$ cat config.mk
export PLATFORM = sky130hd
export DESIGN_NAME = branch_predict_ctrl
export DESIGN_NICKNAME = d
export VERILOG_FILES = /design/src/rtl/bp_pkg.sv /design/src/rtl/bp_pred_fifo.sv /design/src/rtl/branch_predict_ctrl.sv
export SDC_FILE = /design/constraint.sdc
export NUM_CORES = 1
export LEC_CHECK = 0
export CAP_MARGIN = 30
export CORE_MARGIN = 3
export CORE_UTILIZATION = 35
export DETAILED_ROUTE_END_ITERATION = 8
export PLACE_DENSITY_LB_ADDON = 0.2
export SYNTH_ARGS = -nofsm -noshare
export SYNTH_HDL_FRONTEND = slang
export SYNTH_SLANG_ARGS = --single-unit
export TNS_END_PERCENT = 30
$ cat constraint.sdc
create_clock -name clk_i -period 3.8 [get_ports clk_i]
set_input_delay 0.76 -clock clk_i [delete_from_list [all_inputs] [get_ports clk_i]]
set_output_delay 0.76 -clock clk_i [all_outputs]
set_load 0.02 [all_outputs]
$ cat src/rtl/bp_pkg.sv
// Shared types and helpers for the branch predictor controller.
// Latency: n/a (types, constants and a pure function).
// Backpressure: n/a.
package bp_pkg;

  // 2-bit saturating counter encodings; bit 1 is the taken prediction
  localparam logic [1:0] SNT = 2'b00;
  localparam logic [1:0] WNT = 2'b01;
  localparam logic [1:0] WT  = 2'b10;
  localparam logic [1:0] ST  = 2'b11;

  // Index width carried in a queue entry; the top-level IDX_W must match it
  localparam int BP_IDX_W = 4;

  // One outstanding prediction: which counter it came from and what it said
  typedef struct packed {
    logic [BP_IDX_W-1:0] idx;
    logic                pred;
  } bp_entry_t;

  // Saturating counter step towards the resolved outcome
  function automatic logic [1:0] bp_next_state(input logic [1:0] state, input logic taken);
    logic [1:0] nxt;
    nxt = state;
    case (state)
      SNT: nxt = taken ? WNT : SNT;
      WNT: nxt = taken ? WT  : SNT;
      WT:  nxt = taken ? ST  : WNT;
      ST:  nxt = taken ? ST  : WT;
      default: nxt = state;
    endcase
    return nxt;
  endfunction

endpackage

$ cat src/rtl/bp_pred_fifo.sv
// In-order queue of outstanding predictions; clear wins over push.
// Latency: push visible at head / in count one edge later; head is a combinational read.
// Backpressure: none internally; caller must not push when count == Q_DEPTH.
module bp_pred_fifo
  import bp_pkg::*;
#(
  parameter int Q_DEPTH = 4,
  parameter int CNT_W   = $clog2(Q_DEPTH) + 1
) (
  input  logic             clk,
  input  logic             rst_n,
  input  logic             push,
  input  bp_entry_t        push_entry,
  input  logic             pop,
  input  logic             clear,
  output logic [CNT_W-1:0] count,
  output bp_entry_t        head_entry
);

  localparam int PTR_W = $clog2(Q_DEPTH);

  bp_entry_t        mem [Q_DEPTH];
  logic [PTR_W-1:0] head_ptr;
  logic [PTR_W-1:0] tail_ptr;
  logic [CNT_W-1:0] count_q;

  // Entry storage needs no reset: validity is tracked by count
  always_ff @(posedge clk) begin
    if (push && !clear) mem[tail_ptr] <= push_entry;
  end

  // Pointers wrap naturally at the power-of-two depth; full/empty come from count
  always_ff @(posedge clk or negedge rst_n) begin
    if (!rst_n) begin
      head_ptr <= '0;
      tail_ptr <= '0;
      count_q  <= '0;
    end else if (clear) begin
      head_ptr <= '0;
      tail_ptr <= '0;
      count_q  <= '0;
    end else begin
      if (push) tail_ptr <= tail_ptr + 1'b1;
      if (pop)  head_ptr <= head_ptr + 1'b1;
      count_q <= count_q + CNT_W'(push) - CNT_W'(pop);
    end
  end

  assign count      = count_q;
  assign head_entry = mem[head_ptr];

endmodule

$ cat src/rtl/branch_predict_ctrl.sv
// 2-bit saturating predictor table with in-order resolve queue and mispredict flush.
// Latency: prediction 0 cycles; flush/err pulses and counter updates 1 cycle after resolve.
// Backpressure: lookup_ready_o drops when Q_DEPTH predictions are outstanding.
module branch_predict_ctrl
  import bp_pkg::*;
#(
  parameter int         IDX_W      = BP_IDX_W,
  parameter int         Q_DEPTH    = 4,
  parameter logic [1:0] INIT_STATE = ST
) (
  input  logic                       clk_i,
  input  logic                       rst_i,
  input  logic                       lookup_valid_i,
  input  logic [IDX_W-1:0]           lookup_idx_i,
  output logic                       lookup_ready_o,
  output logic                       predict_o,
  input  logic                       resolve_valid_i,
  input  logic                       resolve_taken_i,
  output logic                       flush_o,
  output logic                       flush_taken_o,
  output logic                       resolve_err_o,
  output logic [$clog2(Q_DEPTH):0]   queue_count_o,
  output logic [15:0]                mispredict_cnt_o
);

  localparam int CNT_W   = $clog2(Q_DEPTH) + 1;
  localparam int ENTRIES = 2 ** IDX_W;

  logic [1:0]       ctr [ENTRIES];
  logic [CNT_W-1:0] count;
  bp_entry_t        head;
  bp_entry_t        new_entry;
  logic             push;
  logic             pop;
  logic             mispredict;
  logic             flush_q;
  logic             flush_taken_q;
  logic             err_q;
  logic [15:0]      mp_cnt_q;

  // Lookup/resolve handshakes; ready looks only at the registered count, so a
  // full queue refuses a push even while the head is being resolved
  always_comb begin
    lookup_ready_o = (count < CNT_W'(Q_DEPTH));
    predict_o      = ctr[lookup_idx_i][1];
    push           = lookup_valid_i && lookup_ready_o;
    pop            = resolve_valid_i && (count != '0);
    mispredict     = pop && (head.pred != resolve_taken_i);
    new_entry.idx  = lookup_idx_i;
    new_entry.pred = predict_o;
  end

  bp_pred_fifo #(
    .Q_DEPTH (Q_DEPTH),
    .CNT_W   (CNT_W)
  ) u_fifo (
    .clk        (clk_i),
    .rst_n      (rst_i),
    .push       (push),
    .push_entry (new_entry),
    .pop        (pop),
    .clear      (mispredict),
    .count      (count),
    .head_entry (head)
  );

  // Train the resolved counter; younger discarded entries never touch the table
  always_ff @(posedge clk_i or negedge rst_i) begin
    if (!rst_i) begin
      for (int i = 0; i < ENTRIES; i++) ctr[i] <= INIT_STATE;
    end else if (pop) begin
      ctr[head.idx] <= bp_next_state(ctr[head.idx], resolve_taken_i);
    end
  end

  // Registered pulses toward pipeline control and the saturating mispredict count
  always_ff @(posedge clk_i or negedge rst_i) begin
    if (!rst_i) begin
      flush_q       <= 1'b0;
      flush_taken_q <= 1'b0;
      err_q         <= 1'b0;
      mp_cnt_q      <= '0;
    end else begin
      flush_q       <= mispredict;
      flush_taken_q <= mispredict && resolve_taken_i;
      err_q         <= resolve_valid_i && (count == '0);
      if (mispredict && (mp_cnt_q != 16'hFFFF)) mp_cnt_q <= mp_cnt_q + 16'd1;
    end
  end

  assign flush_o          = flush_q;
  assign flush_taken_o    = flush_taken_q;
  assign resolve_err_o    = err_q;
  assign queue_count_o    = count;
  assign mispredict_cnt_o = mp_cnt_q;

endmodule

==> results of run 1 <==
## cell usage in the layout (no fill, tap or decap), types with 3 or more instances in the layout
cell and count:
mux2i_1 16, and4_1 3, inv_1 8, mux4_1 4
o21ai_0 3, and2_1 3, buf_4 4, and3_1 8
clkbuf_1 3, ha_1 7, mux2_2 27, dfrtp_1 26
dfstp_2 32, nand2_1 24, a21oi_1 8, o31ai_1 9
nand4_1 8, nor2_1 17, mux4_2 8, clkbuf_8 9
edfxtp_1 20, nor2b_1 7, clkdlybuf4s50_1 30, xnor2_1 18
nand3_1 12
## critical path, delay by kind of cell
family / cells / cell delay (ns)
buffers and inverters: 3 / 0.86
multiplexers: 2 / 1.06
## power by group through the flow
stage | combinational, uW | clock [uW] | sequential (uW)
after floorplan | 1170 | 0 | 1460
after global placement | 1550 | 0 | 1490
after detailed placement | 1570 | 0 | 1480
after CTS | 1580 | 555 | 1470
after global routing | 1740 | 592 | 1510
final | 1550 | 535 | 1470
## cells by family (layout without fill, tap and decap cells)
| kind of cell | count (synthesis) | in the layout |
|---|---|---|
| fa+ha+maj | 8 | 8 |
| compound gates | 31 | 31 |
| flops | 78 | 78 |
| simple gates | 92 | 92 |
| buf+inv | 20 | 61 |
| xor+xnor | 20 | 20 |
| mux | 56 | 56 |
## per-stage QoR
| stage | total power [uW] | setup slack [ns] | hold slack, ns | instances |
|---|---|---|---|---|
| floorplan | 2630 | 1.25 | 0.451 | 305 |
| global placement | 3040 | 0.0443 | 0.465 | 470 |
| detailed placement | 3050 | 0.0373 | 0.470 | 470 |
| CTS | 3600 | 0.0113 | 0.423 | 486 |
| global route | 3840 | 0.287 | 0.436 | 486 |
| finish | 3560 | 0.358 | 0.415 | 486 |
## sequential cells by signal (all words and copies together) (netlist names)
register          flops
u_fifo.mem           20
u_fifo.head_ptr       2
u_fifo.tail_ptr       2
resolve_err_o         1
ctr                  32
u_fifo.count          3
flush_taken_o         1
flush_o               1
mispredict_cnt_o     16
## routing by layer
layer  global-route usage  up-vias  wire [microns]  part of all wire
met5                    0        -               0                 0
met4               0.0313        0              77            0.0097
met3               0.0413        5             313             0.039
met2                0.209       48            3670              0.46
met1                0.196     1259            3890              0.49
li1                     -     1184               -                 -
## path summary, 6_finish.rpt
check                                                    start                       to  slack, ns  depth (start not counted)
worst min register to register             ctr[14]$_DFFE_PN1P_      ctr[14]$_DFFE_PN1P_       0.48                          2
worst max-delay path                           lookup_idx_i[0]                predict_o       0.36                          5
max in group asynchronous                                rst_i       ctr[7]$_DFFE_PN1P_       2.52                          2
worst min-delay path                                     rst_i  flush_taken_o$_DFF_PN0_       0.41                          1
min in group clk_i                         ctr[14]$_DFFE_PN1P_      ctr[14]$_DFFE_PN1P_       0.48                          2
worst max register to register  u_fifo.head_ptr[0]$_DFFE_PN0P_       ctr[9]$_DFFE_PN1P_       1.04                          5
## cell type report
type	instances	area (sq um)
inverters	9	33.8
clock inverters	4	25.0
flip-flops and latches	78	2090
clock buffers	12	135
multi-input cells	207	1730
repair buffers	36	348
fillers	1030	6340
well taps	140	175
## repair_timing
action                                  4_1_cts  5_1_grt
hold buffers                                  0        0
buffers inserted                              0        0
endpoints found under the setup margin        0        1
gates resized for setup                       0        1
==> run summary, run 1 <==
Status -> finished clean
Worst-margin pin slew -> 0.659 ns
Post-synthesis xor/xnor area fraction -> 0.0446
RSZ-0062 raised after global routing -> false
Worst slew margin -> 0.560
DR vias/cell -> 5.14
Clock share of power -> 0.150
Area grow syn2layout -> 15.7%
Gr usage total -> 0.138
Finished layout cell area -> 0.00454 sq mm
Cell area after synthesis -> 0.00393 sq mm
Max-cap violations -> 0
CP Cell Sequence -> clkdlybuf4s50_1 -> buf_4 -> mux4_2 -> mux4_2 -> dlymetal6s2s_1
Clk slew on worst S/H paths -> 0.07 ns
Mux share of post-synthesis cell area -> 0.194
Vias in the first global route -> 2600
Synthesized instance count -> 305
CP max-delay cell -> mux4_2
Drt total wl -> 7.95 mm
DR iter-0 viols -> 166
YS warnings -> 0
Adder-cell share of the synthesized area -> 0.0274
Register area share after synthesis -> 0.533
GP Congestion -> 0.723
Post-synth EDFFs -> 20
Worst path arrival time -> 2.68 ns
Ant diodes -> 0
Post-route DRC -> 0
Num rows -> 38
Synth top area share -> 0.214
Register bit count reported by yosys -> 78
Internal Dissipation -> 2200 uW
Largest family of logic cells by synthesized area -> multiplexers
Sequential share of power -> 0.413
DRT antenna net count -> 0
CTS tree -> yes
Die area -> 0.0125 sq mm
Drt first pass iters -> 4
CP most frequent cell -> mux4_2
Final hold violation count -> 0
Period Utilization, post-route -> 0.906
CTS max path bufs -> 2
Vias post-DR -> 2496
Detailed placer's ending HPWL -> 5.66 mm
Final Net Count -> 358
Post-DP Area -> 0.00438 sq mm
Largest area contributor in the netlist -> dfstp_2
Max Freq -> 291 MHz
Net Count, Synth -> 322
Commonest cells post-synth -> dfstp_2, mux2_2, dfrtp_1
First-pass GRT wire length -> 13.6 mm
Largest net degree at the start of global routing -> 34
H-tree levels -> 3
Layout cells sized above 1 -> 0.257
Final Max Tran Viols -> 0
Ys async rst share -> 0.744
Psw -> 1360 uW
CP Class -> input pin to output pin
Min cycle time layout -> 3.44 ns
Top Ports -> 33
Core Region -> 0.0109 sq mm
Setup TNS -> 0 ns
HP Class -> input pin to asynchronous set/reset pin
Synth Area in Compound Gates -> 0.0561
Clk root buf -> clkbuf_8
Fin util -> 0.417
CP Capture Type -> output pin
Switching share of power -> 0.381
WP data required -> 3.04 ns
CP max stage delay -> 0.55 ns
Initial Util -> 0.361
Main synth FF type -> dfstp_2
Sink Count -> 78
Avg Inst Size Synth -> 12.9 sq um
Top post-synthesis cells by area -> dfstp_2, dfrtp_1, edfxtp_1
WL/cell -> 16.4 microns
Die H -> 112 microns
PortBufs -> 32
Logic pwr share -> 0.437
Critical path fanouts, max -> 5
Grt total ovfl -> 0
Die width -> 112 microns
Yosys cell types -> 42
Most numerous cell in the Yosys netlist -> dfstp_2
PD cells -> 783 mW/mm^2
CTS Buf Count -> 9
Final setup vio count -> 0
Leak -> 0.00179 uW
Worst skew pair latency -> 0.35 ns
Post-Synth Simple-Gate Area -> 0.120
Initial antenna violation count -> 0
Startpoint Class -> input pin
VDD IR max -> 0.452 mV
Clock skew -> 0.0126 ns
Power figures use the tool's default switching activity.
==> run 2: changes to the inputs <==
Settings changed: PLACE_DENSITY set to 0.62, PLACE_DENSITY_LB_ADDON 0.2 to not set.
==> run summary, run 2 (synthesis gave the netlist of run 1 again) <==
Vias post-DR -> 2525
Worst skew pair latency -> 0.35 ns
GP Congestion -> 0.812
Non-Filler Instances -> 486
Post-route DRC -> 0
Max Freq -> 292 MHz
RSZ-0062 raised after global routing -> false
Final Total Pwr -> 3700 uW
FF-to-FF End -> ctr[29]$_DFFE_PN1P_
Worst path arrival time -> 2.66 ns
Worst R2R Path Depth -> 5
CP Capture Type -> output pin
Dpl cells -> 470
HP Class -> input pin to asynchronous set/reset pin
Fin util -> 0.422
Initial antenna violation count -> 0
PortBufs -> 32
Period Utilization, post-route -> 0.901
CTS max path bufs -> 2
DR vias/cell -> 5.20
Final setup vio count -> 0
Sink Count -> 78
CP Class -> input pin to output pin
VDD IR max -> 0.402 mV
Gr usage total -> 0.133
Vias in the first global route -> 2551
Grt total ovfl -> 0
Worst-margin pin slew -> 0.676 ns
Critical path fanouts, max -> 5
Final Max Tran Viols -> 0
Max-cap violations -> 0
Top Ports -> 33
Most common cell after layout, fill and taps aside -> dfstp_2
Leak -> 0.00182 uW
WP data required -> 3.04 ns
Drt first pass iters -> 4
Num rows -> 38
Final hold violation count -> 0
Fillers -> 1010
Startpoint Class -> input pin
Min cycle time layout -> 3.42 ns
Setup TNS -> 0 ns
Ant diodes -> 0
Post-CTS setup buffers -> 0
PD cells -> 805 mW/mm^2
Crit path from -> lookup_idx_i[0]
Final Net Count -> 358
WL/cell -> 16.6 microns
Max FFs per register -> 32
Clk slew on worst S/H paths -> 0.09 ns
Core Region -> 0.0109 sq mm
Status -> finished clean
Clk root buf -> clkbuf_8
Layout cells sized above 1 -> 0.269
Area grow syn2layout -> 16.9%
Drt total wl -> 8.05 mm
Die H -> 112 microns
Clock skew -> 0.0131 ns
DRT antenna net count -> 0
CTS tree -> yes
Crit path capture -> predict_o
First-pass GRT wire length -> 13.2 mm
Detailed placer's ending HPWL -> 5.79 mm
Commonest non-fill, non-tap cells in the layout -> dfstp_2, clkdlybuf4s50_1, mux2_2
Worst slew margin -> 0.548
R2R Setup Slk -> 0.99 ns
CTS Buf Count -> 9
Die area -> 0.0125 sq mm
Top reg by flops -> ctr
H-tree levels -> 3
RR Startpoint -> u_fifo.head_ptr[0]$_DFFE_PN0P_
Initial Util -> 0.361
DR iter-0 viols -> 107
Final hold slack -> 0.412 ns
Largest net degree at the start of global routing -> 34
Die width -> 112 microns
==> run 2: cell types whose count changed in the layout (fill, tap and decap cells not counted) <==
cell,change
inv_6,+4
clkinv_1,-1
clkbuf_1,-3
clkinvlp_4,-1
clkinv_2,-1
inv_8,+1
bufinv_16,+1
==> run 2: worst max-delay path, cell delays in order <==
cell	delay, ns
clkdlybuf4s50_1	0.46
buf_4	0.16
mux4_2	0.50
mux4_2	0.55
dlymetal6s2s_1	0.24
==> run 2: through the flow <==
step | worst slack, ns | area (sq um)
3_3_place_gp | 0.0416 | 4380
2_1_floorplan | 1.25 | 3930
4_1_cts | 0.0267 | 4590
6_report | 0.376 | 4590
3_5_place_dp | 0.0397 | 4380
5_1_grt | 0.318 | 4590
==> run 2: final cells by class <==
cell class / instances / area [sq um] / share of cell area
flip-flops and latches: 78 / 2090 / 0.456
multi-input cells: 207 / 1730 / 0.378
repair buffers: 36 / 348 / 0.0757
well taps: 140 / 175 / 0.0381
clock buffers: 9 / 124 / 0.0270
clock inverters: 7 / 85.1 / 0.0185
inverters: 9 / 33.8 / 0.00736
==> run 2: where the power goes <==
group | internal [uW] | switching (uW) | total (uW) | leakage, uW
registers | 1250 | 224 | 1470 | 0.000860
clock network | 319 | 340 | 659 | 0.000107
logic | 715 | 849 | 1560 | 0.000849
total | 2280 | 1410 | 3700 | 0.00182
==> run 2: worst min path at each step <==
stage                                      endpoint                 from  slack [ns]
after floorplan                 ctr[14]$_DFFE_PN1P_  ctr[14]$_DFFE_PN1P_        0.45
after global placement          ctr[24]$_DFFE_PN1P_  ctr[24]$_DFFE_PN1P_        0.46
after detailed placement        ctr[24]$_DFFE_PN1P_  ctr[24]$_DFFE_PN1P_        0.47
after CTS                 u_fifo.count[2]$_DFF_PN0_                rst_i        0.41
after global routing      u_fifo.count[2]$_DFF_PN0_                rst_i        0.42
final                     u_fifo.count[2]$_DFF_PN0_                rst_i        0.41
==> run 2: timing repair <==
item / CTS / global route
gates resized for setup: 0 / 1
hold buffers: 0 / 0
endpoints found under the setup margin: 0 / 1
==> run 2: per-layer routing <==
| layer | up-vias | share of wire | GRT usage |
|---|---|---|---|
| li1 | 1184 | - | - |
| met4 | 0 | 0.013 | 0.0409 |
| met2 | 61 | 0.45 | 0.204 |
| met5 | - | 0 | 0 |
| met1 | 1268 | 0.49 | 0.184 |
| met3 | 12 | 0.040 | 0.0375 |
==> run 3: changes to the inputs <==
Settings changed: CORE_UTILIZATION 35 to 40, CTS_CLUSTER_DIAMETER set to 120, PLACE_DENSITY 0.62 to 0.68.
==> run summary, run 3 (synthesis gave the netlist of run 1 again) <==
Clk slew on worst S/H paths -> 0.09 ns
CTS max path bufs -> 2
Initial antenna violation count -> 1
First-pass GRT wire length -> 13.4 mm
Drt first pass iters -> 4
Drt total wl -> 8.01 mm
Post-CTS setup buffers -> 0
CP max-delay cell -> clkdlybuf4s50_1
Kind of cell adding the most delay to the critical path -> buffers and inverters
Post-DP Area -> 0.00439 sq mm
Die width -> 105 microns
Grt total ovfl -> 0
CP Capture Type -> output pin
Final setup vio count -> 0
Min cycle time layout -> 3.65 ns
Hold buffers post-CTS -> 0
Max Freq -> 274 MHz
Buf+Inv Stages, Crit Path -> 2
Worst slew margin -> 0.561
VDD IR max -> 0.320 mV
Detailed placer's ending HPWL -> 5.66 mm
Worst path arrival time -> 2.89 ns
Num rows -> 35
Reg area -> 0.00209 sq mm
Vias in the first global route -> 2654
Worst-margin pin slew -> 0.658 ns
Clk root buf -> clkbuf_8
CP Cell Sequence -> clkdlybuf4s50_1 -> mux4_2 -> mux4_2 -> clkdlybuf4s50_1
Max-cap violations -> 0
Post-CTS resize count -> 1
Critical path fanouts, max -> 8
Gr usage total -> 0.156
Core Region -> 0.00937 sq mm
Max FFs per register -> 32
PD cells -> 788 mW/mm^2
H-tree levels -> 3
Finished layout cell area -> 0.00457 sq mm
CP Class -> input pin to output pin
Fillers -> 856
WL/cell -> 16.8 microns
Commonest non-fill, non-tap cells in the layout -> dfstp_2, clkdlybuf4s50_1, mux2_2
WP data required -> 3.04 ns
Top Ports -> 33
DRT antenna net count -> 0
Sink Count -> 78
Largest net degree at the start of global routing -> 38
Non-Filler Instances -> 477
Initial Util -> 0.419
Most common cell after layout, fill and taps aside -> dfstp_2
Fin util -> 0.488
DR vias/cell -> 5.24
Top reg by flops -> ctr
GP Congestion -> 0.841
Status -> finished clean
CP max stage delay -> 0.66 ns
Area grow syn2layout -> 16.4%
Final Total Pwr -> 3600 uW
Clock skew -> 0.0106 ns
HP Class -> input pin to asynchronous set/reset pin
Post-route DRC -> 0
Worst skew pair latency -> 0.35 ns
Startpoint Class -> input pin
Final Max Tran Viols -> 0
Layout cells sized above 1 -> 0.271
Die H -> 105 microns
DR iter-0 viols -> 115
Die area -> 0.0110 sq mm
Period Utilization, post-route -> 0.961
Leak -> 0.00179 uW
Final Net Count -> 359
CTS tree -> yes
Vias post-DR -> 2501
Dpl cells -> 460
CTS Buf Count -> 9
PortBufs -> 32
Footprint of the multi-input gates -> 0.00173 sq mm
RSZ-0062 raised after global routing -> false
Final hold violation count -> 0
## run 3: changes by cell type in the layout (fill, tap and decap cells not counted)
cell / previous run / this run
clkinvlp_4: 0 / 4
inv_6: 4 / 0
buf_12: 0 / 1
bufinv_16: 1 / 0
clkinv_4: 1 / 2
diode_2: 0 / 1
dlygate4sd2_1: 0 / 1
dlymetal6s2s_1: 1 / 0
## run 3: cell type report
class,count,share of cell area
Timing Repair Buffer,37,0.0797
Clock buffer,9,0.0271
Inverter,9,0.00739
Tap cell,129,0.0353
Multi-Input combinational cell,207,0.379
Clock inverter,7,0.0129
Antenna cell,1,0.000547
Sequential cell,78,0.458
## run 3: report_power, final
part | internal (uW) | switching [uW] | total [uW]
clock | 243 | 329 | 572
combinational | 716 | 846 | 1560
sequential | 1250 | 217 | 1470
total | 2210 | 1390 | 3600
## run 3: path summary, 6_finish.rpt
kind	start	endpoint	slack (ns)	cells past startpoint
worst max-delay path	lookup_idx_i[1]	predict_o	0.15	4
worst min-delay path	rst_i	flush_taken_o$_DFF_PN0_	0.24	1
worst max register to register	u_fifo.head_ptr[0]$_DFFE_PN0P_	ctr[13]$_DFFE_PN1P_	0.99	5
worst min register to register	ctr[14]$_DFFE_PN1P_	ctr[14]$_DFFE_PN1P_	0.48	2
max in group asynchronous	rst_i	ctr[5]$_DFFE_PN1P_	3.02	2
min in group clk_i	ctr[14]$_DFFE_PN1P_	ctr[14]$_DFFE_PN1P_	0.48	2
## run 3: through the flow
stage / TNS, ns / hold slack (ns) / setup slack [ns]
after global routing: 0 / 0.220 / 0.0657
after global placement: -0.0516 / 0.462 / -0.0516
final: 0 / 0.240 / 0.147
after detailed placement: -0.0607 / 0.475 / -0.0607
after floorplan: 0 / 0.451 / 1.25
after CTS: 0 / 0.232 / 0.141
## run 3: layer usage
metal  share of wire  global-route usage
met5               0                   0
met4           0.012              0.0478
met3           0.043              0.0581
met2            0.47               0.245
met1            0.47               0.202
